==> config.mk <==
export PLATFORM = sky130hd
export DESIGN_NAME = tile_mem_arbiter
export DESIGN_NICKNAME = d
export VERILOG_FILES = /design/src/rtl/systolic_pkg.sv /design/src/rtl/rr_pick.sv /design/src/rtl/tile_mem_arbiter.sv
export SDC_FILE = /design/constraint.sdc
export NUM_CORES = 1
export LEC_CHECK = 0
export CAP_MARGIN = 10
export CORE_AREA = 2 2 102 104
export DETAILED_ROUTE_END_ITERATION = 8
export DIE_AREA = 0 0 104 106
export PLACE_DENSITY_LB_ADDON = 0.25
export SLEW_MARGIN = 0
export SYNTH_ARGS = -nofsm -noshare
export SYNTH_HDL_FRONTEND = slang
export SYNTH_HIERARCHICAL = 1
export SYNTH_SLANG_ARGS = --single-unit
==> constraint.sdc <==
create_clock -name clk -period 2.6 [get_ports clk]
set_input_delay 0.39 -clock clk [delete_from_list [all_inputs] [get_ports clk]]
set_output_delay 0.39 -clock clk [all_outputs]
set_load 0.02 [all_outputs]
==> src/rtl/systolic_pkg.sv <==
// Shared types and requester indices for the systolic tile memory path.
package systolic_pkg;

    typedef enum logic [0:0] {
        ARB,
        BURST
    } arb_state_t;

    localparam int unsigned REQ_A = 0;
    localparam int unsigned REQ_B = 1;
    localparam int unsigned REQ_C = 2;

endpackage

==> src/rtl/rr_pick.sv <==
// Combinational round-robin picker: first asserted request at or after ptr, wrapping.
module rr_pick #(
    parameter int unsigned NUM_REQ   = 3,
    parameter int unsigned IDX_WIDTH = $clog2(NUM_REQ)
) (
    input  logic [NUM_REQ-1:0]   req,
    input  logic [IDX_WIDTH-1:0] ptr,
    output logic [IDX_WIDTH-1:0] winner,
    output logic                 any_valid
);

    int unsigned idx;

    always_comb begin
        winner    = '0;
        any_valid = |req;
        idx       = 0;
        // Scan from the far end so the candidate closest to ptr is written last and wins.
        for (int off = NUM_REQ - 1; off >= 0; off--) begin
            idx = (32'(ptr) + 32'(off)) % NUM_REQ;
            if (req[idx]) begin
                winner = IDX_WIDTH'(idx);
            end
        end
    end

endmodule

==> src/rtl/tile_mem_arbiter.sv <==
// Round-robin burst arbiter sharing one single-port tile SRAM between fetch/store engines.
module tile_mem_arbiter
    import systolic_pkg::*;
#(
    parameter int unsigned NUM_REQ    = 3,
    parameter int unsigned ADDR_WIDTH = 10,
    parameter int unsigned DATA_WIDTH = 32,
    parameter int unsigned LEN_WIDTH  = 4
) (
    input  logic                            clk,
    input  logic                            rst_n,
    input  logic [NUM_REQ-1:0]              req_valid,
    input  logic [NUM_REQ-1:0]              req_write,
    input  logic [NUM_REQ*ADDR_WIDTH-1:0]   req_addr,
    input  logic [NUM_REQ*LEN_WIDTH-1:0]    req_len,
    input  logic [NUM_REQ*DATA_WIDTH-1:0]   req_wdata,
    output logic [NUM_REQ-1:0]              req_ready,
    output logic [NUM_REQ-1:0]              rsp_valid,
    output logic [DATA_WIDTH-1:0]           rsp_data,
    output logic                            rsp_last,
    output logic                            mem_en,
    output logic                            mem_we,
    output logic [ADDR_WIDTH-1:0]           mem_addr,
    output logic [DATA_WIDTH-1:0]           mem_wdata,
    input  logic [DATA_WIDTH-1:0]           mem_rdata,
    output logic [$clog2(NUM_REQ)-1:0]      grant_id,
    output logic                            busy,
    output logic                            proto_err
);

    localparam int unsigned IDW = $clog2(NUM_REQ);

    arb_state_t            state;
    logic [IDW-1:0]        rr_ptr;
    logic [IDW-1:0]        next_ptr;
    logic [IDW-1:0]        pick_idx;
    logic                  pick_any;
    logic [ADDR_WIDTH-1:0] base_addr;
    logic [LEN_WIDTH-1:0]  burst_len;
    logic [LEN_WIDTH-1:0]  beat_cnt;
    logic                  burst_wr;
    logic                  in_burst;
    logic                  grant_live;
    logic                  access;
    logic                  last_beat;
    logic                  rsp_pend;
    logic [IDW-1:0]        rsp_id;
    logic                  rsp_last_q;

    rr_pick #(
        .NUM_REQ   (NUM_REQ),
        .IDX_WIDTH (IDW)
    ) u_rr_pick (
        .req       (req_valid),
        .ptr       (rr_ptr),
        .winner    (pick_idx),
        .any_valid (pick_any)
    );

    assign in_burst   = (state == BURST);
    assign grant_live = req_valid[grant_id];
    assign access     = in_burst && grant_live;
    assign last_beat  = (beat_cnt == burst_len);
    assign busy       = in_burst;
    assign proto_err  = in_burst && !grant_live;
    assign next_ptr   = (32'(grant_id) == NUM_REQ - 1) ? '0 : grant_id + 1'b1;

    always_comb begin
        req_ready = '0;
        mem_en    = access;
        mem_we    = access && burst_wr;
        mem_addr  = '0;
        mem_wdata = '0;
        if (access) begin
            req_ready[grant_id] = 1'b1;
            mem_addr            = base_addr + ADDR_WIDTH'(beat_cnt);
            mem_wdata           = req_wdata[32'(grant_id)*DATA_WIDTH +: DATA_WIDTH];
        end
    end

    always_ff @(posedge clk or negedge rst_n) begin
        if (!rst_n) begin
            state     <= ARB;
            rr_ptr    <= '0;
            grant_id  <= '0;
            base_addr <= '0;
            burst_len <= '0;
            burst_wr  <= 1'b0;
            beat_cnt  <= '0;
        end else begin
            case (state)
                ARB: begin
                    if (pick_any) begin
                        state     <= BURST;
                        grant_id  <= pick_idx;
                        base_addr <= req_addr[32'(pick_idx)*ADDR_WIDTH +: ADDR_WIDTH];
                        burst_len <= req_len[32'(pick_idx)*LEN_WIDTH +: LEN_WIDTH];
                        burst_wr  <= req_write[pick_idx];
                        beat_cnt  <= '0;
                    end
                end
                BURST: begin
                    // An abort (requester dropped) ends the burst like a last beat.
                    if (!grant_live || last_beat) begin
                        state  <= ARB;
                        rr_ptr <= next_ptr;
                    end else begin
                        beat_cnt <= beat_cnt + 1'b1;
                    end
                end
                default: state <= ARB;
            endcase
        end
    end

    // Response pipe tags its own requester so it can overlap the next grant.
    always_ff @(posedge clk or negedge rst_n) begin
        if (!rst_n) begin
            rsp_pend   <= 1'b0;
            rsp_id     <= '0;
            rsp_last_q <= 1'b0;
        end else begin
            rsp_pend   <= access && !burst_wr;
            rsp_id     <= grant_id;
            rsp_last_q <= last_beat;
        end
    end

    always_comb begin
        rsp_valid = '0;
        if (rsp_pend) begin
            rsp_valid[rsp_id] = 1'b1;
        end
    end

    assign rsp_data = rsp_pend ? mem_rdata : '0;
    assign rsp_last = rsp_pend && rsp_last_q;

endmodule

==> results of run 1 <==
power by group:
group | internal [mW] | switching, mW
clock network | 0.136 | 0.134
logic | 1.82 | 2.16
registers | 0.624 | 0.174
total | 2.58 | 2.47
how the worst max path moves through the flow:
stage | cells past startpoint | end | startpoint | slack, ns
finish | 5 | mem_addr[1] | base_addr[0]$_DFFE_PN0P_ | 0.09
global route | 9 | mem_addr[6] | beat_cnt[0]$_DFFE_PN0P_ | -0.0004
CTS | 7 | mem_addr[7] | beat_cnt[1]$_DFFE_PN0P_ | 0.03
detailed placement | 7 | mem_wdata[6] | req_valid[2] | -0.23
global placement | 8 | req_ready[1] | req_valid[0] | -0.20
floorplan | 10 | base_addr[0]$_DFFE_PN0P_ | rr_ptr[0]$_DFFE_PN0P_ | 0.37
flip-flops by register name, indices dropped and copies added (netlist names):
register    count
rsp_last_q      1
rr_ptr          2
beat_cnt        4
rsp_id          2
burst_wr        1
rsp_pend        1
busy            1
grant_id        2
base_addr      10
burst_len       4
cell type report:
class,instances,area share (%)
Clock buffer,4,0.931
Tap cell,136,2.88
Sequential cell,28,11.9
Timing Repair Buffer,298,48.0
Inverter,11,0.698
Multi-Input combinational cell,327,35.6
kinds of logic (layout without fill, tap and decap cells):
kind of cell / after synthesis / count (layout) / share of synthesized area (%)
muxes: 53 / 53 / 18.2
adders and majority gates: 9 / 9 / 4.09
and+or+nand+nor: 169 / 169 / 27.8
xor gates and xnor gates: 11 / 11 / 3.28
buffers and inverters: 40 / 313 / 6.30
AOI/OAI and AO/OA: 85 / 85 / 16.5
DFF: 28 / 28 / 23.8
placed cells by master, fill, tap and decap left out, types with 15 or more instances in the layout:
| cell | instances |
|---|---|
| sky130_fd_sc_hd__buf_4 | 34 |
| sky130_fd_sc_hd__a21oi_1 | 47 |
| sky130_fd_sc_hd__nor2_1 | 88 |
| sky130_fd_sc_hd__clkdlybuf4s50_1 | 218 |
| sky130_fd_sc_hd__mux2i_1 | 49 |
| sky130_fd_sc_hd__nand2_1 | 20 |
| sky130_fd_sc_hd__and2_1 | 37 |
| sky130_fd_sc_hd__dlygate4sd2_1 | 39 |
| sky130_fd_sc_hd__dfrtp_1 | 27 |
| sky130_fd_sc_hd__o21ai_0 | 15 |
worst max-delay path: stages, from the launching register on:
cell                              delay [ns]
sky130_fd_sc_hd__dfrtp_1                0.39
sky130_fd_sc_hd__ha_1                   0.21
sky130_fd_sc_hd__inv_1                  0.07
sky130_fd_sc_hd__fa_1                   0.41
sky130_fd_sc_hd__nor2_1                 0.15
sky130_fd_sc_hd__clkdlybuf4s50_1        0.62
stage by stage:
stage	setup WS (ns)	total power [mW]	utilization [%]	hold slack, ns
3_5_place_dp	-0.228	4.94	58.9	0.471
2_1_floorplan	0.374	3.19	-	0.0944
4_1_cts	0.0253	5.08	59.0	0.488
3_3_place_gp	-0.199	4.87	58.9	0.470
5_1_grt	-0.000417	5.47	59.1	0.501
6_report	0.0852	5.05	59.1	0.480
what timing repair did:
item / CTS / global route
resized for setup: 57 / 16
pin swaps: 2 / 6
endpoints found under the setup margin: 46 / 6
synth_stat cells (3+ instances only):
cell type                   n
sky130_fd_sc_hd__ha_1       8
sky130_fd_sc_hd__clkbuf_1  13
sky130_fd_sc_hd__buf_1      3
sky130_fd_sc_hd__nand2_1   20
sky130_fd_sc_hd__and2_1    37
sky130_fd_sc_hd__a21oi_1   48
sky130_fd_sc_hd__xor2_1     7
sky130_fd_sc_hd__mux2i_1   49
sky130_fd_sc_hd__nor2b_1    5
sky130_fd_sc_hd__nor2_1    89
sky130_fd_sc_hd__inv_1     10
sky130_fd_sc_hd__mux2_2     4
sky130_fd_sc_hd__buf_2      7
sky130_fd_sc_hd__nor3_1     3
sky130_fd_sc_hd__a211oi_1   4
sky130_fd_sc_hd__o21ai_0   19
sky130_fd_sc_hd__dfrtp_1   28
sky130_fd_sc_hd__buf_4      5
sky130_fd_sc_hd__nand2b_1   3
sky130_fd_sc_hd__xnor2_1    4
layer usage:
metal  global-route usage [%]  vias to the layer above
met5                        0                        -
met4                     6.66                        0
met3                     5.46                       21
met2                     41.3                      181
met1                     27.2                     1718
li1                         -                     1879
==> reports/metrics.sh, run 1 <==
STATUS='complete, no violations'
RR_WORST_DEPTH=10
YS_FF_LATCH=28
DRV_SLEW=0
CTS_HOLD_BUFFERS=0
LAYOUT_MIN_CYCLE_TIME_NS=2.51
WORST-ENDPOINT-REQUIRED_NS=2.21
SYN-NUM-NETS=582
LAYOUTNONFILLERINSTCOUNT=804
IOS=265
LAYOUT.FILLER_CELLS=950
WORST_SKEW_PAIR.LATE_LATENCY_NS=0.28
VIAS=3799
AVGSYNTHCELLAREA_SQ_UM=7.44
FLOORPLAN.INITIALDENSITY_PCT=29.4
SYN_INST=395
CP.ARRIVAL_NS=2.12
CRITICAL_PATH.REG2REG.STARTPOINT='rr_ptr[1]$_DFFE_PN0P_'
NETLIST.AREA_LEADER.SHARE_PCT=23.8
CRITPATHCAPTURETYPE='output port'
DIE_AREA_SQ_UM=11000
POST-ROUTE-DRC-COUNT=0
FINAL_ANTENNA_NET_COUNT=0
SYN_AREA_SQ_UM=2940
AREA.SEQUENTIAL_SQ_UM=702
POST-DP-HPWL_UM=11000
YOSYS.AREA.TOP_TYPE='sky130_fd_sc_hd__dfrtp_1'
DIE_HEIGHT_UM=106
POWER.LEAKAGE_nW=2.60
CLOCK_TREE.BUFFER_DEPTH=2
CRITICAL_PATH.MAX_FANOUT=2
SYNTHESIS.YOSYS.WARNINGS=6
FIRST_PASS_ITERS=5
AREA_GROWTH_FROM_SYNTHESIS_TO_FINAL_LAYOUT_PCT=101
CLOCK_TREE.HTREE_LEVEL_COUNT=1
WIRE_PER_INST_UM=16.3
SYNTH_AREA_LEADERS='sky130_fd_sc_hd__dfrtp_1, sky130_fd_sc_hd__mux2i_1, sky130_fd_sc_hd__nor2_1'
WORST_MARGIN_SLEW_NS=0.599
SYNTH-ASYNC-RESET-RATIO_PCT=100
TRITONCTS.NUM_BUFFERS=3
DRIVE_GT1_SHARE_PCT=9.73
GRT_OVERFLOW_TOTAL=0
CTS_SINKS=28
WORST_SLEW_MARGIN_REL_PCT=59.9
FINALNETCOUNT=856
SETUP.WORST_PATH.CLASS='flop to output port'
STD_CELL_ROWS=37
DR.FIRST_ITER.DRC_COUNT=183
SYNTH_EDF_COUNT=0
TIMING.RR.END='base_addr[1]$_DFFE_PN0P_'
NUMPLACEDINSTANCES=800
ANTENNA_CELLS=0
CRIT_PATH_START_KIND='flop'
FINAL_LAYOUT_SETUP_TOTAL_NEGATIVE_SLACK_NS=0
POST_DP_CELL_AREA_SQ_UM=5890
REPORT.FINAL.SETUP_VIOL=0
ROUTED-WL-MET2_UM=6610
DIE_W_UM=104
CTS_ROOT_BUFFER='sky130_fd_sc_hd__clkbuf_8'
WORST_CLOCK_SKEW_NS=0.00176
HOLD_VIOL=0
MULTI_INPUT_COMBINATIONAL_CELL_AREA_SQ_UM=2110
STDCELL_AREA_SQ_UM=5910
POWER_PER_CELL_AREA_nW_PER_UM2=853
PORT_BUFFERS=264
MAX_CAP_VIOLATIONS=0
ROUTABILITYCONGESTION=0.908
TIMING.FINAL.CRIT_SHARE_PCT=96.7
CLKTRANSATPATHREGS_NS=0.09
ANTENNA_FOUND_INITIAL=0
SEQ_AREA_FRAC_SYNTH_PCT=23.8
MET3_WIRELENGTH_FROM_DETAILED_ROUTING_UM=983
POWER.IR.VDD_WORST_mV=0.419
WIRELENGTH_MET1_UM=5150
SYNTH.LIB_CELLS_USED.DISTINCT=43
FMAX_MHz=398
SYNTH_FF_TYPE='sky130_fd_sc_hd__dfrtp_1'
GLOBALROUTETOTALUTIL_PCT=23.0
CTS_TREE='yes'
FF2FF_SETUP_SLACK_NS=0.30
MAXIMUM_NUMBER_OF_PINS_ON_ONE_NET_BEFORE_GLOBAL_ROUTE_REPAIR=35
FIRST_GLOBAL_VIAS=3832
CORE_REGION_AREA_SQ_UM=10000
TOP_SIGNAL_LAYER_USED='met4'
VIAS_PER_CELL=4.73
MIN_DELAY_WORST_TYPE='primary input to async pin'
CTS_POST_SETUP_BUFFERS_INSERTED=0
TOTALWIRELENGTH_UM=13100
GRT_PASS1_WL_UM=20300
Note: power is estimated with default switching activity, not from simulation.
==> run 2: changes to the inputs <==
--- a/config.mk
+++ b/config.mk
@@ -10,6 +10,7 @@
 export DETAILED_ROUTE_END_ITERATION = 8
 export DIE_AREA = 0 0 104 106
 export PLACE_DENSITY_LB_ADDON = 0.25
+export SKIP_CTS_REPAIR_TIMING = 1
 export SLEW_MARGIN = 0
 export SYNTH_ARGS = -nofsm -noshare
 export SYNTH_HDL_FRONTEND = slang
==> run 2 against run 1 <==
Compared with the run above: sequential share of layout area fell by 0.35 points; combinational power rose by 5%; hold slack barely moved; wire length rose by 2.1%; sequential power barely moved; final area rose by 3.0%; non-clock buffer count rose by 2; final cell count rose by 0.25%; maximum frequency barely moved.
==> reports/metrics.sh, run 2 (same netlist as run 1, synthesis figures left out) <==
FINAL_LAYOUT_SETUP_TOTAL_NEGATIVE_SLACK_NS=0  # unchanged
TIMING.HOLD.WS_NS=0.480  # about the same
POWER_PER_CELL_AREA_nW_PER_UM2=857  # was 853 nW/um^2
LARGEST_REG_BY_FF_COUNT='base_addr'  # unchanged
DR.FIRST_ITER.DRC_COUNT=170  # was 183
STATUS='complete, no violations'  # unchanged
GLOBALROUTETOTALUTIL_PCT=22.8  # was 23.0%
FINAL_ANTENNA_NET_COUNT=0  # unchanged
MOSTFREQUENTLAYOUTCELL='sky130_fd_sc_hd__clkdlybuf4s50_1'  # unchanged
AREA_GROWTH_FROM_SYNTHESIS_TO_FINAL_LAYOUT_PCT=107  # was 101%
AREA.SEQUENTIAL_SQ_UM=702  # unchanged
CPPEAKSTAGEDELAY_NS=0.62  # about the same
CRITICAL_PATH.REG2REG.STARTPOINT='rr_ptr[0]$_DFFE_PN0P_'  # was rr_ptr[1]$_DFFE_PN0P_
FIRST_PASS_ITERS=7  # was 5
DIE_HEIGHT_UM=106  # unchanged
ROUTABILITYCONGESTION=0.908  # unchanged
MIN_DELAY_WORST_TYPE='primary input to async pin'  # unchanged
PRE_CTS_WS_NS=-0.228  # unchanged
DIE_AREA_SQ_UM=11000  # unchanged
POSTLAYOUTSETUPSLACKWORST_NS=0.0842  # was 0.0852 ns
GRT_PASS1_WL_UM=20200  # was 20300 um
WORST-ENDPOINT-REQUIRED_NS=2.21  # about the same
LAYOUT_MIN_CYCLE_TIME_NS=2.52  # was 2.51 ns
TIMING.RR.END='base_addr[1]$_DFFE_PN0P_'  # unchanged
SLOWEST_STAGE='sky130_fd_sc_hd__clkdlybuf4s50_1'  # unchanged
FF2FF_SETUP_SLACK_NS=0.29  # was 0.30 ns
POWER.LEAKAGE_nW=3.15  # was 2.60 nW
LAYOUT.CELLS.MOST_COMMON_LIST='sky130_fd_sc_hd__clkdlybuf4s50_1, sky130_fd_sc_hd__nor2_1, sky130_fd_sc_hd__mux2i_1, sky130_fd_sc_hd__a21oi_1, sky130_fd_sc_hd__dlymetal6s2s_1'  # was sky130_fd_sc_hd__clkdlybuf4s50_1, sky130_fd_sc_hd__nor2_1, sky130_fd_sc_hd__mux2i_1, sky130_fd_sc_hd__a21oi_1, sky130_fd_sc_hd__dlygate4sd2_1
CLKTRANSATPATHREGS_NS=0.09  # about the same
CLOCK_TREE.BUFFER_DEPTH=2  # unchanged
TOTALWIRELENGTH_UM=13400  # was 13100 um
MAX_CAP_VIOLATIONS=0  # unchanged
WORST_SLEW_MARGIN_REL_PCT=59.9  # about the same
CRITICAL_PATH.MAX_FANOUT=2  # unchanged
DIE_W_UM=104  # unchanged
CLOCK_TREE.HTREE_LEVEL_COUNT=1  # unchanged
CTS_SINKS=28  # unchanged
TRITONCTS.NUM_BUFFERS=3  # unchanged
ANTENNA_FOUND_INITIAL=0  # unchanged
VIAS_PER_CELL=4.72  # was 4.73
VIAS=3807  # was 3799
CTS_ROOT_BUFFER='sky130_fd_sc_hd__clkbuf_8'  # unchanged
HOLD_VIOL=0  # unchanged
WORST_CLOCK_SKEW_NS=0.00202  # was 0.00176 ns
MULTI_INPUT_COMBINATIONAL_CELL_AREA_SQ_UM=2090  # was 2110 sq um
REPORT.FINAL.SETUP_VIOL=0  # unchanged
POWER.IR.VDD_WORST_mV=0.422  # was 0.419 mV
RR_WORST_DEPTH=9  # was 10
FINAL_CORE_DENSITY_PCT=60.9  # was 59.1%
POST-DP-HPWL_UM=11000  # unchanged
SETUP_REPAIR_AFTER_GLOBAL_ROUTING_MISSED_ITS_MARGIN='true'
WORSTPATHCELLLIST='ha_1 > inv_1 > fa_1 > nor2_1 > clkdlybuf4s50_1'  # unchanged
CP.BUFFERS_INVERTERS=2  # unchanged
WORST_MARGIN_SLEW_NS=0.599  # about the same
FLOORPLAN.INITIALDENSITY_PCT=29.4  # unchanged
DRIVE_GT1_SHARE_PCT=9.25  # was 9.73%
CORE_REGION_AREA_SQ_UM=10000  # unchanged
REG_TOP3='base_addr x10, beat_cnt x4, burst_len x4'  # unchanged
GRT_OVERFLOW_TOTAL=0  # unchanged
DRV_SLEW=0  # unchanged
SETUP.WORST_PATH.CLASS='flop to output port'  # unchanged
LAYOUT.FILLER_CELLS=912  # was 950
MAXIMUM_NUMBER_OF_PINS_ON_ONE_NET_BEFORE_GLOBAL_ROUTE_REPAIR=35  # unchanged
PORT_BUFFERS=264  # unchanged
PATH_DELAY_FAMILY='buffers and inverters'  # unchanged
CP.ARRIVAL_NS=2.13  # was 2.12 ns
LARGEST_REG_FLOPS=10  # unchanged
CRIT_START='base_addr[0]$_DFFE_PN0P_'  # unchanged
CRIT_PATH_START_KIND='flop'  # unchanged
FINALNETCOUNT=858  # was 856
FIRST_GLOBAL_VIAS=3827  # was 3832
CTS_TREE='yes'  # unchanged
IOS=265  # unchanged
ANTENNA_CELLS=0  # unchanged
STD_CELL_ROWS=37  # unchanged
POST-ROUTE-DRC-COUNT=0  # unchanged
WIRE_PER_INST_UM=16.6  # was 16.3 um
WORST_SKEW_PAIR.LATE_LATENCY_NS=0.28  # about the same
TIMING.FINAL.CRIT_SHARE_PCT=96.8  # was 96.7%
FMAX_MHz=397  # was 398 MHz
CRITPATHCAPTURETYPE='output port'  # unchanged
==> run 2: cell types whose count changed in the layout (fill, tap and decap cells not counted) <==
cell / change
sky130_fd_sc_hd__o2111ai_1: +1
sky130_fd_sc_hd__clkdlybuf4s15_1: -1
sky130_fd_sc_hd__o21ai_2: -2
sky130_fd_sc_hd__dlygate4sd2_1: -39
sky130_fd_sc_hd__buf_8: +2
sky130_fd_sc_hd__clkbuf_2: -2
sky130_fd_sc_hd__o2111ai_2: -1
sky130_fd_sc_hd__dlymetal6s2s_1: +42
sky130_fd_sc_hd__o21ai_1: +2
==> run 2: stage by stage <==
step / instance area [sq um] / total power [mW] / std cells
2_1_floorplan: 2940 / 3.19 / 395
3_5_place_dp: 5890 / 4.94 / 800
6_report: 6090 / 5.22 / 806
5_1_grt: 6090 / 5.64 / 806
4_1_cts: 5950 / 5.23 / 804
3_3_place_gp: 5890 / 4.87 / 800
==> run 2: worst max path at each step <==
| stage | to | slack (ns) | cells past startpoint |
|---|---|---|---|
| global placement | req_ready[1] | -0.20 | 8 |
| CTS | mem_addr[8] | -0.45 | 9 |
| global route | mem_addr[7] | -0.04 | 7 |
| finish | mem_addr[1] | 0.08 | 5 |
| detailed placement | mem_wdata[6] | -0.23 | 7 |
| floorplan | base_addr[0]$_DFFE_PN0P_ | 0.37 | 10 |
==> run 2: where the power goes <==
part / switching [mW] / total, mW / internal [mW]
clock network: 0.134 / 0.270 / 0.136
logic: 2.18 / 4.16 / 1.97
registers: 0.172 / 0.796 / 0.624
total: 2.49 / 5.22 / 2.74
==> run 2: metal layers <==
| layer | track usage [%] | up-vias | part of all wire (%) |
|---|---|---|---|
| li1 | - | 1878 | - |
| met2 | 41.0 | 176 | 51 |
| met1 | 27.0 | 1734 | 39 |
| met3 | 5.70 | 19 | 7.7 |
| met4 | 6.66 | 0 | 2.3 |
| met5 | 0 | - | 0 |
==> run 2: worst register-to-register path, delay by kind of cell, from the launching register on <==
kind / cells / cell delay, ns
AO/OA/AOI/OAI: 5 / 1.03
flip-flops: 1 / 0.38
buffers and inverters: 2 / 0.37
adder cells (fa/ha/maj): 1 / 0.35
AND/OR/NAND/NOR: 1 / 0.08
==> run 2: layout make-up <==
type | instances | share of cell area (%)
Tap cell | 136 | 2.79
Clock buffer | 4 | 0.903
Multi-Input combinational cell | 327 | 34.3
Sequential cell | 28 | 11.5
Inverter | 11 | 0.677
Timing Repair Buffer | 300 | 49.8
==> run 3: changes to the inputs <==
--- a/config.mk
+++ b/config.mk
@@ -9,6 +9,7 @@
 export CORE_AREA = 2 2 102 104
 export DETAILED_ROUTE_END_ITERATION = 8
 export DIE_AREA = 0 0 104 106
+export HOLD_SLACK_MARGIN = 0.08
 export PLACE_DENSITY_LB_ADDON = 0.25
 export SKIP_CTS_REPAIR_TIMING = 1
 export SLEW_MARGIN = 0
==> results of run 3 <==
The final DEF is identical to that of run 2; final timing and power are the same.
